$ cat config.mk
export PLATFORM = sky130hd
export DESIGN_NAME = sevenseg_demux_flat
export DESIGN_NICKNAME = d
export VERILOG_FILES = /design/src/rtl/sevenseg_pkg.sv /design/src/rtl/sevenseg_demux_if.sv /design/src/rtl/sevenseg_decode.sv /design/src/rtl/sevenseg_demux.sv /design/src/flat_wrapper.sv
export SDC_FILE = /design/constraint.sdc
export NUM_CORES = 1
export LEC_CHECK = 0
export ABC_AREA = 1
export CORE_MARGIN = 5
export CORE_UTILIZATION = 54
export DETAILED_ROUTE_END_ITERATION = 6
export DONT_BUFFER_PORTS = 1
export PLACE_DENSITY = 0.68
export SLEW_MARGIN = 20
export SYNTH_ARGS = -nofsm -noshare
export SYNTH_HDL_FRONTEND = slang
export SYNTH_HIERARCHICAL = 1
export SYNTH_SLANG_ARGS = --single-unit
$ cat constraint.sdc
create_clock -name clk -period 2.5 [get_ports clk]
set_clock_uncertainty 0.05 [all_clocks]
set_input_delay 0.625 -clock clk [delete_from_list [all_inputs] [get_ports clk]]
set_output_delay 0.625 -clock clk [all_outputs]
set_load 0.005 [all_outputs]
$ cat src/rtl/sevenseg_pkg.sv
// Shared seven-segment constants: active-low gfedcba glyphs used by both the
// multiplexed driver and the receive-side demux.
package sevenseg_pkg;

  typedef logic [6:0] seg_t;

  localparam seg_t SEG_BLANK = 7'h7F;

  localparam seg_t SEG_GLYPH [16] = '{
    7'h40, 7'h79, 7'h24, 7'h30, 7'h19, 7'h12, 7'h02, 7'h78,
    7'h00, 7'h10, 7'h08, 7'h03, 7'h46, 7'h21, 7'h06, 7'h0E
  };

  typedef enum logic [1:0] {
    SEL_IDLE    = 2'd0,
    SEL_ONEHOT  = 2'd1,
    SEL_ILLEGAL = 2'd2
  } sel_class_t;

endpackage

$ cat src/rtl/sevenseg_demux_if.sv
// Snooped display bus plus reconstructed per-digit results.
interface sevenseg_demux_if #(parameter int N = 2);
  import sevenseg_pkg::*;

  seg_t                seg_in;
  logic [N-1:0]        dig_in;
  logic [N-1:0][6:0]   digit_seg;
  logic [N-1:0][3:0]   digit_hex;
  logic [N-1:0]        digit_valid;
  logic                frame_done;
  logic                err;

  modport master (
    output seg_in, dig_in,
    input  digit_seg, digit_hex, digit_valid, frame_done, err
  );

  modport slave (
    input  seg_in, dig_in,
    output digit_seg, digit_hex, digit_valid, frame_done, err
  );

endinterface

$ cat src/rtl/sevenseg_decode.sv
// Combinational glyph decoder: active-low pattern to hex nibble plus legality.
module sevenseg_decode
  import sevenseg_pkg::*;
(
  input  seg_t       seg_i,
  output logic [3:0] hex_o,
  output logic       valid_o
);

  // Table match; unknown patterns (including blank) fall through to 0/invalid.
  always_comb begin
    hex_o   = 4'h0;
    valid_o = 1'b0;
    for (int i = 0; i < 16; i++) begin
      hex_o   = (seg_i == SEG_GLYPH[i]) ? 4'(i) : hex_o;
      valid_o = (seg_i == SEG_GLYPH[i]) ? 1'b1  : valid_o;
    end
  end

endmodule

$ cat src/rtl/sevenseg_demux.sv
// Receive-side demux for a multiplexed seven-segment bus: stability-qualified
// per-digit capture, glyph decode, frame completion and illegal-select flag.
module sevenseg_demux
  import sevenseg_pkg::*;
#(
  parameter int N             = 2,
  parameter int STABLE_CYCLES = 4
) (
  input  logic             clk,
  input  logic             reset,
  sevenseg_demux_if.slave  bus
);

  localparam int RW = $clog2(STABLE_CYCLES + 1);
  localparam int IW = (N > 1) ? $clog2(N) : 1;
  localparam logic [RW-1:0] RUN_MAX = RW'(STABLE_CYCLES);

  seg_t              seg_q, seg_prev_q;
  logic [N-1:0]      dig_q, dig_prev_q;
  logic [RW-1:0]     run_q, run_d;
  logic [N-1:0]      seen_q, seen_d;
  logic [N-1:0][6:0] digit_seg_q;
  logic [N-1:0][3:0] digit_hex_q;
  logic [N-1:0]      digit_valid_q;
  logic              frame_done_q, frame_d;
  logic              err_q;

  sel_class_t        cls_s;
  logic [N-1:0]      sel_s;
  logic [IW-1:0]     idx_s;
  logic              same_s;
  logic              latch_s;
  logic [3:0]        dec_hex_s;
  logic              dec_valid_s;

  sevenseg_decode u_decode (
    .seg_i   (seg_q),
    .hex_o   (dec_hex_s),
    .valid_o (dec_valid_s)
  );

  // Select classification, dwell run length and latch/frame decisions.
  always_comb begin
    sel_s  = ~dig_q;
    idx_s  = '0;
    cls_s  = SEL_IDLE;
    run_d  = '0;
    if (sel_s == '0) begin
      cls_s = SEL_IDLE;
    end else if ((sel_s & (sel_s - N'(1))) == '0) begin
      cls_s = SEL_ONEHOT;
    end else begin
      cls_s = SEL_ILLEGAL;
    end
    for (int i = 0; i < N; i++) begin
      idx_s = sel_s[i] ? IW'(i) : idx_s;
    end
    same_s = (seg_q == seg_prev_q) && (dig_q == dig_prev_q);
    case (cls_s)
      SEL_ONEHOT: run_d = !same_s ? RW'(1) :
                          (run_q == RUN_MAX) ? run_q : run_q + RW'(1);
      default:    run_d = '0;
    endcase
    // Latch exactly once per dwell: on the cycle the run first reaches the limit.
    latch_s = (run_d == RUN_MAX) && (run_q != RUN_MAX);
    seen_d  = seen_q | (N'(1) << idx_s);
    frame_d = latch_s && (&seen_d);
  end

  // Input registers, run tracking and per-digit capture.
  always_ff @(posedge clk) begin
    if (reset) begin
      seg_q         <= SEG_BLANK;
      dig_q         <= '1;
      seg_prev_q    <= SEG_BLANK;
      dig_prev_q    <= '1;
      run_q         <= '0;
      seen_q        <= '0;
      digit_seg_q   <= {N{SEG_BLANK}};
      digit_hex_q   <= '0;
      digit_valid_q <= '0;
      frame_done_q  <= 1'b0;
      err_q         <= 1'b0;
    end else begin
      seg_q        <= bus.seg_in;
      dig_q        <= bus.dig_in;
      seg_prev_q   <= seg_q;
      dig_prev_q   <= dig_q;
      run_q        <= run_d;
      err_q        <= (cls_s == SEL_ILLEGAL);
      frame_done_q <= frame_d;
      if (latch_s) begin
        digit_seg_q[idx_s]   <= seg_q;
        digit_hex_q[idx_s]   <= dec_hex_s;
        digit_valid_q[idx_s] <= dec_valid_s;
        seen_q               <= frame_d ? '0 : seen_d;
      end
    end
  end

  assign bus.digit_seg   = digit_seg_q;
  assign bus.digit_hex   = digit_hex_q;
  assign bus.digit_valid = digit_valid_q;
  assign bus.frame_done  = frame_done_q;
  assign bus.err         = err_q;

endmodule

$ cat src/flat_wrapper.sv
// flat-port wrapper written by rule: the top's interface ports become plain ports
module sevenseg_demux_flat import sevenseg_pkg::*;
#(
  parameter int N             = 2,
  parameter int STABLE_CYCLES = 4
)
  (clk, reset, bus_seg_in, bus_dig_in, bus_digit_seg, bus_digit_hex, bus_digit_valid, bus_frame_done, bus_err);
  sevenseg_demux_if #(.N(N)) bus_i ();
  input  logic clk;
  input  logic reset;
  input wire logic [$bits(bus_i.seg_in)-1:0] bus_seg_in;
  input wire logic [$bits(bus_i.dig_in)-1:0] bus_dig_in;
  output wire logic [$bits(bus_i.digit_seg)-1:0] bus_digit_seg;
  output wire logic [$bits(bus_i.digit_hex)-1:0] bus_digit_hex;
  output wire logic [$bits(bus_i.digit_valid)-1:0] bus_digit_valid;
  output wire logic [$bits(bus_i.frame_done)-1:0] bus_frame_done;
  output wire logic [$bits(bus_i.err)-1:0] bus_err;
  assign bus_i.seg_in = bus_seg_in;
  assign bus_i.dig_in = bus_dig_in;
  assign bus_digit_seg = bus_i.digit_seg;
  assign bus_digit_hex = bus_i.digit_hex;
  assign bus_digit_valid = bus_i.digit_valid;
  assign bus_frame_done = bus_i.frame_done;
  assign bus_err = bus_i.err;
  sevenseg_demux #(.N(N), .STABLE_CYCLES(STABLE_CYCLES)) u_core (.clk(clk), .reset(reset), .bus(bus_i));
endmodule
==> metrics.txt <==
# TYPE chip_impl_metric gauge
chip_impl_metric{name="port-buffer-count",unit=""} 0
chip_impl_metric{name="power.ir.vdd_worst",unit="V"} 0.000386
chip_impl_metric{name="grt_use_total",unit=""} 0.184
chip_impl_metric{name="clkSinkCount",unit=""} 49
chip_impl_metric{name="synth-seq-area-share",unit=""} 0.438
chip_impl_metric{name="gp_congestion",unit=""} 0.860
chip_impl_metric{name="synth_top_cell_area_share",unit=""} 0.438
chip_impl_metric{name="synth.lib_cells_used.distinct",unit=""} 28
chip_impl_metric{name="postCtsResizedCells",unit=""} 0
chip_impl_metric{name="grt_antenna_before_repair",unit=""} 0
chip_impl_metric{name="postSynthRegisterBits",unit=""} 49
chip_impl_metric{name="placed_cells",unit=""} 344
chip_impl_metric{name="power.density_cell_area",unit="nW/um^2"} 572
chip_impl_metric{name="horizontal_die_dimension",unit="um"} 74.4
chip_impl_metric{name="netlist_instances",unit=""} 298
chip_impl_metric{name="finalHoldViolCount",unit=""} 0
chip_impl_metric{name="total_of_endpoints_with_negative_setup_slack_in_the_final_report",unit=""} 0
chip_impl_metric{name="cp_max_fo",unit=""} 17
chip_impl_metric{name="drc",unit=""} 0
chip_impl_info{name="postSynth.topFlopCell",value="dfxtp_1"} 1
chip_impl_metric{name="dp.final_hpwl",unit="um"} 3370
chip_impl_info{name="crit_path_cell_trace",value="inv_2 -> nand2_1 -> nand2_1 -> nor2_1 -> nand2_1 -> nor2_4 -> nand3_4 -> nor2_8 -> nand3_4 -> nor2_1 -> nor2_1"} 1
chip_impl_metric{name="multi_input_gate_area_in_the_final_layout",unit="sq um"} 1050
chip_impl_metric{name="post_layout_nonfiller_instances",unit=""} 352
chip_impl_metric{name="grt_start_max_net_pins",unit=""} 19
chip_impl_metric{name="die_area",unit="sq um"} 5540
chip_impl_metric{name="routed_via_density",unit=""} 5.12
chip_impl_metric{name="layout-drive-gt1-share",unit=""} 0.132
chip_impl_metric{name="drt_wl_total",unit="um"} 4580
chip_impl_metric{name="cts_max_path_buffers",unit=""} 2
chip_impl_metric{name="synth_edf_count",unit=""} 0
chip_impl_metric{name="via_count",unit=""} 1802
chip_impl_metric{name="design.portCount",unit=""} 37
chip_impl_metric{name="core.rowCount",unit=""} 23
chip_impl_info{name="netlist.top_cell.by_area",value="dfxtp_1"} 1
chip_impl_info{name="synth_most_common_cell",value="nand2_1"} 1
chip_impl_metric{name="detailedRoute.firstIterationViolations",unit=""} 95
chip_impl_metric{name="synth.avg_cell_area",unit="sq um"} 7.52
chip_impl_metric{name="whs",unit="ns"} 0.349
chip_impl_info{name="timing.hold.worst.class",value="in -> reg"} 1
chip_impl_metric{name="cap_viol_max_count",unit=""} 0
chip_impl_metric{name="clk_latency",unit="ns"} 0.29
chip_impl_metric{name="postCtsSetupRepairBufs",unit=""} 0
chip_impl_info{name="rsz0062_at_grt",value="no"} 1
chip_impl_metric{name="starting_density_of_the_core",unit=""} 0.560
chip_impl_info{name="synthTopCellsByCount",value="nand2_1 (68), dfxtp_1 (49), nor2_1 (37)"} 1
chip_impl_metric{name="n_antenna_cell",unit=""} 0
chip_impl_info{name="timing_worst_setup_path_type",value="reg -> reg"} 1
chip_impl_metric{name="layout.filler_cells",unit=""} 379
chip_impl_metric{name="max_slew_margin_vs_limit",unit=""} 0.744
chip_impl_metric{name="globalRoute.totalOverflow",unit=""} 0
chip_impl_metric{name="core-area",unit="sq um"} 4000
chip_impl_metric{name="critical-path-max-stage-delay",unit="ns"} 0.55
chip_impl_info{name="start_kind",value="flip-flop"} 1
chip_impl_metric{name="area.sequential",unit="sq um"} 981
chip_impl_metric{name="final_net_count",unit=""} 315
chip_impl_metric{name="synth.cell_area",unit="sq um"} 2240
chip_impl_metric{name="clk_pin_slew_worst_paths",unit="ns"} 0.08
chip_impl_info{name="cts_tree",value="built"} 1
chip_impl_metric{name="slew_violations",unit=""} 0
chip_impl_metric{name="layout-area-overhead-vs-synth",unit="%"} 5.53
chip_impl_metric{name="proportion_of_register_bits_with_asynchronous_set_or_reset_after_synthesis",unit=""} 0
chip_impl_metric{name="cts_hold_buf",unit=""} 0
chip_impl_metric{name="cts_made_buffers",unit=""} 5
chip_impl_metric{name="grt_first_pass_wirelength",unit="um"} 7990
chip_impl_info{name="synth.area.top_cells",value="dfxtp_1 (44%), nand2_1 (11%), nor2_1 (6.2%), nand3_1 (5.8%), inv_1 (5.7%)"} 1
chip_impl_metric{name="antenna_violating_nets_post_route",unit=""} 0
chip_impl_metric{name="dieHeight",unit="um"} 74.4
chip_impl_metric{name="cp_data_arrival_time",unit="ns"} 2.19
chip_impl_info{name="critical_path.slowest_cell",value="dfxtp_1"} 1
chip_impl_metric{name="power.static_leakage",unit="uW"} 0.00122
chip_impl_info{name="run_status",value="complete, no violations"} 1
chip_impl_metric{name="timing.setup.tns",unit="ns"} 0
chip_impl_metric{name="first_pass_iters",unit=""} 4
chip_impl_metric{name="period_share",unit=""} 0.823
chip_impl_metric{name="achievable-frequency",unit="MHz"} 486
chip_impl_metric{name="p_total",unit="uW"} 1350
chip_impl_metric{name="crit_required",unit="ns"} 2.63
chip_impl_metric{name="post_drt_wl_per_cell",unit="um"} 13.0
chip_impl_metric{name="final_period_minus_worst_setup_slack",unit="ns"} 2.06
chip_impl_metric{name="grt_pass1_vias",unit=""} 1700
chip_impl_metric{name="yosysWarningCount",unit=""} 6
chip_impl_info{name="worst_setup_path_end_kind",value="flip-flop"} 1
chip_impl_info{name="root_driver",value="clkbuf_8"} 1
chip_impl_metric{name="tightestPinTransition",unit="ns"} 0.384
chip_impl_metric{name="htreeDepth",unit=""} 2
chip_impl_metric{name="syn_nets",unit=""} 312
## where the power goes
part / internal [uW] / switching [uW] / total (uW)
Clock: 198 / 239 / 437
Sequential: 795 / 17.6 / 813
Combinational: 35.8 / 68.1 / 104
Total: 1030 / 324 / 1350
## cell families (layout without fill, tap and decap cells)
kind of cell,Yosys count,after routing,share of synthesized area
simple gates,184,184,0.408
flops,49,49,0.438
buf+inv,48,52,0.0938
compound gates,8,8,0.0207
xor+xnor,6,6,0.0235
fa+ha+maj,3,3,0.0168
## metal layers
metal	global-route usage	routed length, um
met1	0.250	2170
met2	0.291	2110
met3	0.0500	272
met4	0.0435	24
met5	0	0
## cell type report
| cell class | instances | area share |
|---|---|---|
| Multi-Input combinational cell | 201 | 0.444 |
| Sequential cell | 49 | 0.415 |
| Inverter | 38 | 0.0603 |
| Clock buffer | 7 | 0.0323 |
| Tap cell | 50 | 0.0265 |
| Timing Repair Buffer | 6 | 0.0190 |
| Clock inverter | 1 | 0.00317 |
## critical path, delay by kind of cell (launching register included)
family / cells / cell delay, ns
buffers and inverters: 1 / 0.06
flip-flops: 1 / 0.55
AND/OR/NAND/NOR: 10 / 1.29
## flip-flops by register name, indices dropped and copies added, names as in the netlist
name                    flops
u_core/bus.digit_hex        8
u_core/bus.digit_seg       14
u_core/bus.digit_valid      2
u_core/bus.err              1
u_core/bus.frame_done       1
u_core/dig_prev_q           2
u_core/dig_q                2
u_core/run_q                3
u_core/seen_q               2
u_core/seg_prev_q           7
u_core/seg_q                7
## cell usage in the layout (no fill, tap or decap), drive strengths merged
cell      Yosys  final
nand2        69     69
dfxtp        49     49
nor2         42     42
inv          38     38
nand3        30     30
nand4        20     20
or2          13     13
clkbuf        5      7
nor3          6      6
buf           5      6
xnor2         5      5
o21ai         5      5
ha            3      3
a21oi         2      2
nand3b        2      2
clkinvlp      0      1
xor2          1      1
o21a          1      1
nor3b         1      1
nor4          1      1
## worst paths after layout
check / cells past startpoint / slack, ns / from / endpoint
min: 1 / 0.35 / reset / u_core/bus.err$_SDFF_PP0_
max reg2reg: 11 / 0.44 / u_core/seg_q[6]$_SDFF_PP1_ / u_core/bus.digit_hex[2]$_SDFFE_PP0P_
max: 11 / 0.44 / u_core/seg_q[6]$_SDFF_PP1_ / u_core/bus.digit_hex[2]$_SDFFE_PP0P_
min reg2reg: 2 / 0.44 / u_core/dig_q[0]$_SDFF_PP1_ / u_core/dig_prev_q[0]$_SDFF_PP1_
## through the flow
stage / worst slack, ns / cell area, sq um / utilization
2_1_floorplan: 0.457 / 2240 / -
3_3_place_gp: 0.518 / 2280 / 0.570
3_5_place_dp: 0.455 / 2280 / 0.570
4_1_cts: 0.432 / 2360 / 0.591
5_1_grt: 0.171 / 2360 / 0.591
6_report: 0.443 / 2360 / 0.591
Note: power is estimated with default switching activity, not from simulation.
